===== config.mk =====
export PLATFORM = sky130hd
export DESIGN_NAME = stone_drawer
export DESIGN_NICKNAME = d
export VERILOG_FILES = /design/src/rtl/stone_drawer.sv
export SDC_FILE = /design/constraint.sdc
export NUM_CORES = 1
export LEC_CHECK = 0
export CAP_MARGIN = 40
export CORE_AREA = 3 3 77 108
export CTS_BUF_LIST = sky130_fd_sc_hd__clkbuf_8 sky130_fd_sc_hd__clkbuf_16
export DETAILED_ROUTE_END_ITERATION = 12
export DIE_AREA = 0 0 80 111
export PLACE_DENSITY = 0.63
export SLEW_MARGIN = 20
export SYNTH_ARGS = -nofsm -noshare
export SYNTH_HDL_FRONTEND = slang
export SYNTH_SLANG_ARGS = --single-unit
export TNS_END_PERCENT = 20

===== constraint.sdc =====
create_clock -name clock -period 2.3 [get_ports clock]
set_input_delay 0.23 -clock clock [delete_from_list [all_inputs] [get_ports clock]]
set_output_delay 0.23 -clock clock [all_outputs]
set_load 0.02 [all_outputs]

===== src/rtl/stone_drawer.sv =====
// stone_drawer: walks stone RAM entries 1..quantity-1 and draws each visible
// entry as a 16x16 block of pixels. Colour follows the entry type.
//
// Optional feature macro: STONE_ROUND_CORNER_EN
//   defined   -> the four corner pixels of each block are not plotted
//   undefined -> full 16x16 square
// The cycle count is the same in both builds. Only the plot strobe changes.
//
// RAM read data layout (synchronous RAM):
//   X=[31:23], Y=[18:11], type=[3:2], visible=[1], moving=[0].
//
// debug_state exposes the FSM state encoding so that checkers can follow it.
module stone_drawer (
  input  logic        clock,
  input  logic        resetn,
  input  logic        start,
  input  logic [3:0]  quantity,
  input  logic [31:0] ram_q,
  output logic        draw_stone_flag,
  output logic [3:0]  draw_index,
  output logic [8:0]  vga_x,
  output logic [7:0]  vga_y,
  output logic [2:0]  vga_colour,
  output logic        vga_plot,
  output logic        done,
  output logic [2:0]  debug_state
);

  typedef enum logic [2:0] {
    S_IDLE  = 3'd0,
    S_CHECK = 3'd1,
    S_WAIT1 = 3'd2,
    S_WAIT2 = 3'd3,
    S_EVAL  = 3'd4,
    S_PLOT  = 3'd5,
    S_NEXT  = 3'd6,
    S_DONE  = 3'd7
  } state_t;

  state_t      state, next_state;
  logic [3:0]  idx;
  logic [3:0]  qty;
  logic [7:0]  cnt;
  logic [8:0]  ent_x;
  logic [7:0]  ent_y;
  logic [1:0]  ent_type;
  logic        ent_vis;

  logic [8:0]  px;
  logic [7:0]  py;
  logic        in_range;
  logic        corner;

  // The moving bit and the spare fields do not affect drawing.
  // A carried item is still drawn.
  logic unused_ram_bits;
  assign unused_ram_bits = ^{ram_q[22:19], ram_q[10:4], ram_q[0]};

  // State register
  always_ff @(posedge clock or negedge resetn) begin
    if (!resetn) state <= S_IDLE;
    else         state <= next_state;
  end

  // Next-state logic
  // RAM data is valid after the address has been held for two cycles
  // (CHECK then WAIT1). WAIT2 captures the entry.
  always_comb begin
    next_state = state;
    case (state)
      S_IDLE:  if (start) next_state = S_CHECK;
      S_CHECK: next_state = (idx >= qty) ? S_DONE : S_WAIT1;
      S_WAIT1: next_state = S_WAIT2;
      S_WAIT2: next_state = S_EVAL;
      S_EVAL:  next_state = ent_vis ? S_PLOT : S_NEXT;
      S_PLOT:  if (cnt == 8'd255) next_state = S_NEXT;
      S_NEXT:  next_state = S_CHECK;
      S_DONE:  next_state = S_IDLE;
      default: next_state = S_IDLE;
    endcase
  end

  // Datapath: index, quantity latch, pixel counter and entry capture
  always_ff @(posedge clock or negedge resetn) begin
    if (!resetn) begin
      idx      <= 4'd0;
      qty      <= 4'd0;
      cnt      <= 8'd0;
      ent_x    <= 9'd0;
      ent_y    <= 8'd0;
      ent_type <= 2'd0;
      ent_vis  <= 1'b0;
    end else begin
      case (state)
        S_IDLE: begin
          if (start) begin
            idx <= 4'd1;
            qty <= quantity;
          end
        end
        S_WAIT2: begin
          ent_x    <= ram_q[31:23];
          ent_y    <= ram_q[18:11];
          ent_type <= ram_q[3:2];
          ent_vis  <= ram_q[1];
        end
        S_EVAL:  if (ent_vis) cnt <= 8'd0;
        S_PLOT:  if (cnt != 8'd255) cnt <= cnt + 8'd1;
        // qty is at most 15, so idx cannot wrap past it.
        S_NEXT:  idx <= idx + 4'd1;
        default: ;
      endcase
    end
  end

  // Pixel coordinates wrap naturally at the 9-bit and 8-bit widths.
  assign px       = ent_x + {5'd0, cnt[3:0]};
  assign py       = ent_y + {4'd0, cnt[7:4]};
  assign in_range = (px <= 9'd319) && (py <= 8'd239);

`ifdef STONE_ROUND_CORNER_EN
  assign corner = (cnt == 8'd0) || (cnt == 8'd15) || (cnt == 8'd240) || (cnt == 8'd255);
`else
  assign corner = 1'b0;
`endif

  // Output decode
  // Outputs depend only on registered state, so they drop to zero as soon
  // as reset is asserted.
  always_comb begin
    draw_stone_flag = 1'b0;
    draw_index      = 4'd0;
    vga_x           = 9'd0;
    vga_y           = 8'd0;
    vga_colour      = 3'd0;
    vga_plot        = 1'b0;
    done            = 1'b0;
    case (state)
      S_CHECK, S_WAIT1, S_WAIT2, S_EVAL, S_NEXT: begin
        draw_stone_flag = 1'b1;
        draw_index      = idx;
      end
      S_PLOT: begin
        draw_stone_flag = 1'b1;
        draw_index      = idx;
        vga_x           = px;
        vga_y           = py;
        case (ent_type)
          2'b00:   vga_colour = 3'b111;
          2'b01:   vga_colour = 3'b110;
          default: vga_colour = 3'b011;
        endcase
        vga_plot = in_range && !corner;
      end
      S_DONE:  done = 1'b1;
      default: ;
    endcase
  end

  assign debug_state = state;

endmodule


* Yosys cells after proc, flatten, opt, wreduce, memory -nomap -nowiden
Cells that the tools add are included.
Operators by class: add/sub/neg operators 4, $lt $le $gt $ge 3, eq/ne operators 14, multiplexer cells 18, reductions and logical operators 10
Operator list (number):
- 8-bit 2-to-1 mux | 3
- 3-bit case mux with 8 select lines | 1
- 8-bit case mux with 2 select lines | 1
- 3-bit == test (second input constant) | 4
- 3-bit 2-to-1 mux | 4
- 9-bit by 4-bit adder with 9-bit output | 1
- 9-bit <= comparator (second input constant) | 1
- 9-bit 2-to-1 mux | 1
- 8-bit by 1-bit adder with 8-bit output (second input constant) | 1
- 8-bit by 4-bit adder with 8-bit output | 1
- 8-bit == test (second input constant) | 1
- 8-bit <= comparator (second input constant) | 1
- 4-bit 2-to-1 mux | 2
- 2-bit inequality test (second input constant) | 4
- 8-bit inequality test (second input constant) | 1
- 4-bit case mux with 2 select lines | 1
- 3-bit by 2-bit == test with 1-bit output (second input constant) | 2
- 3-bit case mux with 2 select lines | 1
- 2-bit AND reduction | 3
- 6-bit OR reduction | 1
- 4-bit by 1-bit adder with 4-bit output (second input constant) | 1
- 4-bit greater-or-equal comparator | 1
- 2-bit nonzero test | 2
- 3-bit by 1-bit == test with 1-bit output (second input constant) | 1
- other kinds (7) | 9
Word-level totals: register bits 39, output and inout bits 30, word-level logic and storage cells 57

* Longest topological paths before layout
Gate-level depths: netlist of run 1.
depth after elaboration 4, mapped depth 7, mapped depth without buffers 7

* Least setup slack after synthesis of run 1
No wires, ideal clock.
path kind reg2out, start point register cnt[4], end point output port vga_y[6], arrival 1976 ps, required time 2070 ps, setup slack 94 ps, cell stages (with the launch flop) 7, path buffers 0, cells stage by stage dfrtp_1 -> ha_1 -> fa_1 -> a21o_1 -> a21oi_1 -> o21ai_0 -> a21oi_1
Between the ends: word-level cells in the longest chain between the ends 2
Ends and longest elaborated chain:
- from (decl) | RTL line 43 | logic [7:0] cnt;
- from (signal assigned) | RTL line 108 | S_PLOT: if (cnt != 8'd255) cnt <= cnt + 8'd1;
- 8-bit by 4-bit adder with 8-bit output | RTL line 118 | assign py = ent_y + {4'd0, cnt[7:4]};
- 8-bit 2-to-1 mux | RTL line 138 | case (state)
- to (decl) | RTL line 22 | output logic [7:0] vga_y,
Every way passes these cells.

* Worst setup path after layout of run 1
start point register cnt[0], end point output port vga_plot
Between the ends: word-level cells in the longest chain between the ends 4
Ends and longest elaborated chain:
- 9-bit by 4-bit adder with 9-bit output | RTL line 117 | assign px = ent_x + {5'd0, cnt[3:0]};
- 9-bit <= comparator | RTL line 119 | assign in_range = (px <= 9'd319) && (py <= 8'd239);
- 1-bit logical AND | RTL line 119
- 1-bit 2-to-1 mux | RTL line 138
- to (decl) | RTL line 24 | output logic vga_plot,
Every way passes these cells.

==> results of run 1 <==
[area by class of cell]
type	instances	area [sq um]
repair buffers	84	743.2
fillers	746	4014
clock buffers	7	96.34
inverters	10	41.29
clock inverters	1	7.507
multi-input cells	186	1406
flip-flops and latches	39	977.2
well taps	97	121.4
[through the flow]
stage                     instances  util, %  total power [W]
after floorplan                 245        -         0.002901
after global placement          412    43.61         0.003849
after detailed placement        413    43.89         0.003903
after CTS                       424    45.49         0.004400
after global routing            424    45.81         0.004792
final                           424    45.81         0.004386
[state kept, by name, summed over array words and instances, names as in the netlist]
name / count
qty: 4
ent_x: 9
ent_vis: 1
idx: 4
debug_state: 3
ent_y: 8
ent_type: 2
cnt: 8
[cell usage in the layout, fill, tap and decap left out, types with 2 or more instances in the layout]
cell type and n:
a21oi_1 14, mux2_2 20, o21ai_1 2, nand2b_1 2, and3_1 3, dlygate4sd2_1 5, xnor2_1 3, ha_1 12
buf_2 4, buf_4 31, dfrtp_1 38, nor3b_1 2, nand2_1 15, or3_1 3, mux2i_1 4, fa_2 2
clkbuf_8 7, xor2_1 10, nor3_1 6, nand4_1 4, ha_2 2, inv_1 9, and2_1 8, a21o_1 3
clkdlybuf4s50_1 39, o21ai_0 12, nor2_1 26, a21oi_2 2, a211oi_1 3, clkinvlp_4 2, nand3_1 8
[worst min-delay path by stage]
stage               endpoint  cells after the start    from  slack (ns)
CTS                 ent_x[1]                      2  resetn        0.37
finish              ent_x[2]                      2  resetn        0.37
floorplan             cnt[0]                      0  resetn       -0.07
detailed placement    qty[0]                      1  resetn        0.16
global route          qty[1]                      2  resetn        0.38
global placement      qty[0]                      1  resetn        0.41
[cells in the mapped netlist, types with 5 or more instances]
library cell,n,share of area (%)
and2_1,8,2.1
ha_1,14,7.2
o21ai_0,14,2.9
nor3_1,6,1.2
buf_2,5,1.0
dfrtp_1,39,40
nor2_1,27,4.2
nand2_1,15,2.3
a21oi_1,15,3.1
nand3_1,8,1.6
inv_1,10,1.5
mux2_2,20,9.3
xor2_1,10,3.6
[routing by layer]
| layer | track usage [%] | part of all wire [%] | up-vias |
|---|---|---|---|
| li1 | - | - | 1032 |
| met1 | 15.54 | 41 | 955 |
| met2 | 24.17 | 53 | 45 |
| met3 | 2.520 | 4.5 | 5 |
| met4 | 3.382 | 1.2 | 0 |
| met5 | 0 | 0 | - |
[power groups by stage]
| stage | combinational [W] | clock, W | sequential, W |
|---|---|---|---|
| floorplan | 0.00163 | 0 | 0.00127 |
| global route | 0.00285 | 0.000565 | 0.00138 |
| detailed placement | 0.00258 | 0 | 0.00132 |
| finish | 0.00255 | 0.000518 | 0.00132 |
| CTS | 0.00255 | 0.000534 | 0.00132 |
| global placement | 0.00253 | 0 | 0.00131 |
[cells by family after synthesis]
group	after synthesis
AND/OR/NAND/NOR	82
AO/OA/AOI/OAI	50
flip-flops	39
multiplexers	25
buffers and inverters	20
adder cells (fa/ha/maj)	16
XOR/XNOR	13
[repair_timing]
| item | CTS | global route |
|---|---|---|
| hold endpoints to repair | 13 | 0 |
| setup buffers | 2 | 1 |
| pin swaps | 2 | 0 |
| resized for setup | 53 | 14 |
| hold buffers | 1 | 0 |
| setup endpoints to repair | 18 | 17 |
==> metrics.cfg, run 1 <==
[place]
gp_congestion = 0.8239
port_buffers = 56
dp.final_hpwl_mm = 4.200
pre_cts_ws_ns = -0.4077
placed_area_sq_um = 3251

[clocking]
cts_buffers = 5
h-tree-depth = 2
cts_tree = done
worstSkewPairLatency_ns = 0.29
cts_sinks = 39
cts.root.buffer_cell = clkbuf_8
clkTransAtPathRegs_ns = 0.08
cts_max_path_buffers = 2

[floorplanning]
dieArea_sq_um = 8880
die_h_microns = 111
rows = 37
initial_core_util_pct = 32.84
pin_count = 69
die_w_microns = 80
core_sq_um = 7407

[sta]
rsz0062_at_grt = yes
layout_worst_path_cycle_share_pct = 104.9
fin_skew_ns = 0.009336
maxSlewViolCount = 0
finalSetupViolations = 2
layout_setup_ws_ns = -0.1137
fin_setup_tns_ns = -0.1200
period_needed_ns = 2.414
hold_violations = 0
slew_headroom_pct = 75.87
tightestPinTransition_ns = 0.3620
max_freq_mhz = 414.3
whs_ns = 0.3731

[route]
wl_per_cell_microns = 13.16
final_antenna_net_count = 0
route.detailed.drc = 0
wirelength_mm = 5.578
first_pass_iters = 4
route.vias.total = 2037
drt_iter0_drc = 55
viasPerCell = 4.804

[global_route]
antenna_found_initial = 0
grt_pass1_wl_mm = 9.591
grt_max_degree = 27
grt.overflow.total = 0
grt_pass1_vias = 2097
grtUsageTotal_pct = 13.27

[synthesis]
async_flop_share_pct = 100.0
synth-edff-count = 0
yosysUniqueCellTypes = 45
ys_seq_elements = 39
syn_area_sq_um = 2432
syn-num-nets = 300
ys_seq_area_share_pct = 40.12
synthSimpleGateAreaFrac_pct = 17.08
synthXorXnorAreaFrac_pct = 4.681
syn_area_per_cell_sq_um = 9.928
synth_compound_area_share_pct = 13.94
synthMuxAreaShare_pct = 11.37
synth_top_family_by_area = simple AND/OR/NAND/NOR gates
syn_inst = 245
yosys_warnings = 0
synth_ff_type = dfrtp_1
synth-adder-area-share_pct = 8.848

[setup_path]
critPathKind = reg -> out
r2r_setup_slack_ns = 0.65
startpoint = cnt[0]
path_buf_inv = 1
cp.depth = 8
r2r_cells = 7
arrival_ns = 2.18
cp.required_ns = 2.07
crit_chain = ha_2 -> fa_2 -> a21o_1 -> nand2_1 -> nor4bb_4 -> nor3_1 -> o221a_2 -> buf_2
timing.rr.end = debug_state[0]
cp_top_family = adder cells
critPathCapture = vga_plot
cpMaxStageDelayCell = dfrtp_1
slowest_delay_ns = 0.38
path_max_fanout = 3
reg2reg_from = idx[0]
critPathLaunchType = flip-flop
end_kind = output port

[pwr]
p_sw_share_pct = 41.84
combPwrFrac_pct = 58.2
intPower_w = 0.002551
leakage_nw = 1.498
power.switching_w = 0.001835
pwr-share-seq_pct = 30.0
peakVddDrop_mv = 0.7029
powerDensity_nw_per_um2 = 1293
power_frac_clock_pct = 11.8

[outcome]
violations = negative setup slack
status = finished with violations

[layout]
fin_nets = 381
stdcell_area_sq_um = 3393
syn_to_final_growth_pct = 39.51
drive_above_1_share_pct = 25.99
antenna_cells = 0

[hold_path]
hp-class = in -> async

[job]
drv_cap = 0

(Power assumes the default switching activity.)
==> run 2: changes to the inputs <==
- CORE_AREA: 3 3 77 108 -> 2 2 76 107
- DIE_AREA: 0 0 80 111 -> 0 0 78 109
==> metrics.cfg, run 2 (same netlist as run 1, synthesis figures left out) <==
[sta]
finalSetupViolations = 3  ; was 2
whs_ns = 0.3371  ; was 0.3731 ns
hold_violations = 0  ; unchanged
max_freq_mhz = 417.7  ; was 414.3 MHz
tightestPinTransition_ns = 0.3389  ; was 0.3620 ns
layout_worst_path_cycle_share_pct = 104.1  ; was 104.9%
maxSlewViolCount = 0  ; unchanged
fin_skew_ns = 0.008789  ; was 0.009336 ns
rsz0062_at_grt = yes  ; unchanged
slew_headroom_pct = 77.41  ; was 75.87%
period_needed_ns = 2.394  ; was 2.414 ns
layout_setup_ws_ns = -0.09387  ; was -0.1137 ns

[layout]
syn_to_final_growth_pct = 40.07  ; was 39.51%
multi_input_area_sq_um = 1429  ; was 1406 sq um
regArea_sq_um = 975.9  ; was 977.2 sq um
fill_cells = 770  ; was 746
mostFrequentLayoutCells = dfrtp_1, clkdlybuf4s50_1, buf_4  ; was clkdlybuf4s50_1, dfrtp_1, buf_4
drive_above_1_share_pct = 26.46  ; was 25.99%
largest_reg_flops = 9  ; unchanged
final_common_cell = dfrtp_1  ; was clkdlybuf4s50_1
regMostFlops = ent_x  ; unchanged
post-route-util_pct = 44.79  ; was 45.81%
fin_nets = 379  ; was 381
antenna_cells = 0  ; unchanged
reg_top3 = ent_x x9, cnt x8, ent_y x8  ; unchanged

[clocking]
h-tree-depth = 2  ; unchanged
worstSkewPairLatency_ns = 0.30  ; was 0.29 ns
cts_tree = done  ; unchanged
cts_buffers = 5  ; unchanged
cts_max_path_buffers = 2  ; unchanged
clkTransAtPathRegs_ns = 0.09  ; was 0.08 ns
cts_sinks = 39  ; unchanged
cts.root.buffer_cell = clkbuf_8  ; unchanged

[setup_path]
r2r_cells = 5  ; was 7
reg2reg_from = debug_state[2]  ; was idx[0]
timing.rr.end = qty[0]  ; was debug_state[0]
arrival_ns = 2.16  ; was 2.18 ns
cp.required_ns = 2.07  ; about the same
r2r_setup_slack_ns = 0.55  ; was 0.65 ns
critPathLaunchType = flip-flop  ; unchanged
end_kind = output port  ; unchanged
path_max_fanout = 3  ; unchanged
critPathKind = reg -> out  ; unchanged

[route]
wirelength_mm = 5.782  ; was 5.578 mm
route.detailed.drc = 0  ; unchanged
wl_per_cell_microns = 13.60  ; was 13.16 microns
route.vias.total = 2072  ; was 2037
final_antenna_net_count = 0  ; unchanged
viasPerCell = 4.875  ; was 4.804
drt_iter0_drc = 55  ; unchanged
first_pass_iters = 4  ; unchanged

[floorplanning]
die_h_microns = 109  ; was 111 microns
die_w_microns = 78  ; was 80 microns
rows = 38  ; was 37
core_sq_um = 7607  ; was 7407 sq um
pin_count = 69  ; unchanged
dieArea_sq_um = 8502  ; was 8880 sq um
initial_core_util_pct = 31.97  ; was 32.84%

[pwr]
powerDensity_nw_per_um2 = 1318  ; was 1293 nW/um^2
peakVddDrop_mv = 0.7819  ; was 0.7029 mV
leakage_nw = 1.522  ; was 1.498 nW

[outcome]
status = finished with violations  ; unchanged
violations = negative setup slack  ; unchanged

[global_route]
grt.overflow.total = 0  ; unchanged
grtUsageTotal_pct = 14.61  ; was 13.27%
grt_pass1_wl_mm = 9.908  ; was 9.591 mm
grt_max_degree = 29  ; was 27
antenna_found_initial = 0  ; unchanged
grt_pass1_vias = 2163  ; was 2097

[place]
dp.final_hpwl_mm = 4.323  ; was 4.200 mm
port_buffers = 56  ; unchanged
gp_congestion = 0.8395  ; was 0.8239

[job]
drv_cap = 0  ; unchanged

[hold_path]
hp-class = in -> async  ; unchanged

-- run 2: cell count changes in the layout (fill, tap and decap cells not counted), moves of 3 or more --
cell and change:
o21ai_1 +3, clkdlybuf4s50_1 -3, buf_4 -3, o21ai_0 -3
-- run 2: stage by stage --
stage	power, W	area (sq um)	std cells	setup slack, ns	TNS [ns]
6_report	0.004489	3407	425	-0.09387	-0.1403
3_5_place_dp	0.003886	3247	415	-0.3794	-1.895
4_1_cts	0.004461	3361	424	-0.1259	-0.2820
2_1_floorplan	0.002901	2432	245	0.09405	0
5_1_grt	0.004879	3407	425	-0.1952	-0.9314
3_3_place_gp	0.003825	3227	414	-0.3793	-1.661
-- run 2: how the worst max path moves through the flow --
stage	startpoint	end	slack, ns
floorplan	cnt[4]	vga_y[6]	0.09
global placement	cnt[4]	vga_plot	-0.38
detailed placement	cnt[4]	vga_plot	-0.38
CTS	cnt[0]	vga_plot	-0.13
global route	cnt[0]	vga_plot	-0.20
finish	cnt[0]	vga_plot	-0.09
-- run 2: metal layers --
metal / track usage, % / vias up / routed length, microns
met1: 16.63 / 993 / 2435
met3: 3.228 / 10 / 233
li1: - / 1027 / -
met2: 27.22 / 42 / 3022
met4: 4.261 / 0 / 91
met5: 0 / - / 0
-- run 2: layout make-up --
class                           count  area share (%)
Multi-Input combinational cell    186           41.94
Inverter                           10           1.102
Timing Repair Buffer               82           21.34
Clock inverter                      3           1.285
Tap cell                          100           3.672
Sequential cell                    39           28.64
Clock buffer                        5           2.020
-- run 2: critical path: stages, from the launching register on --
cell	delay [ns]
dfrtp_1	0.39
ha_2	0.20
fa_2	0.34
a21o_1	0.20
nand2_2	0.09
nor4bb_2	0.20
nor3_1	0.09
o221a_2	0.24
buf_6	0.13
-- run 2: timing repair --
action / 4_1_cts / 5_1_grt
endpoints found under the setup margin: 19 / 13
resized for setup: 60 / 16
buffers inserted: 0 / 1
hold endpoints to repair: 11 / 0
hold buffers: 1 / 0
gates cloned: 0 / 0
pin swaps: 4 / 3
-- run 2: power by group --
group	switching [W]	total [W]	internal, W	leakage (nW)
combinational	0.00130	0.00258	0.00127	0.988
clock	0.000267	0.000591	0.000323	0.0581
sequential	0.000327	0.00132	0.000996	0.475
total	0.00190	0.00449	0.00259	1.52
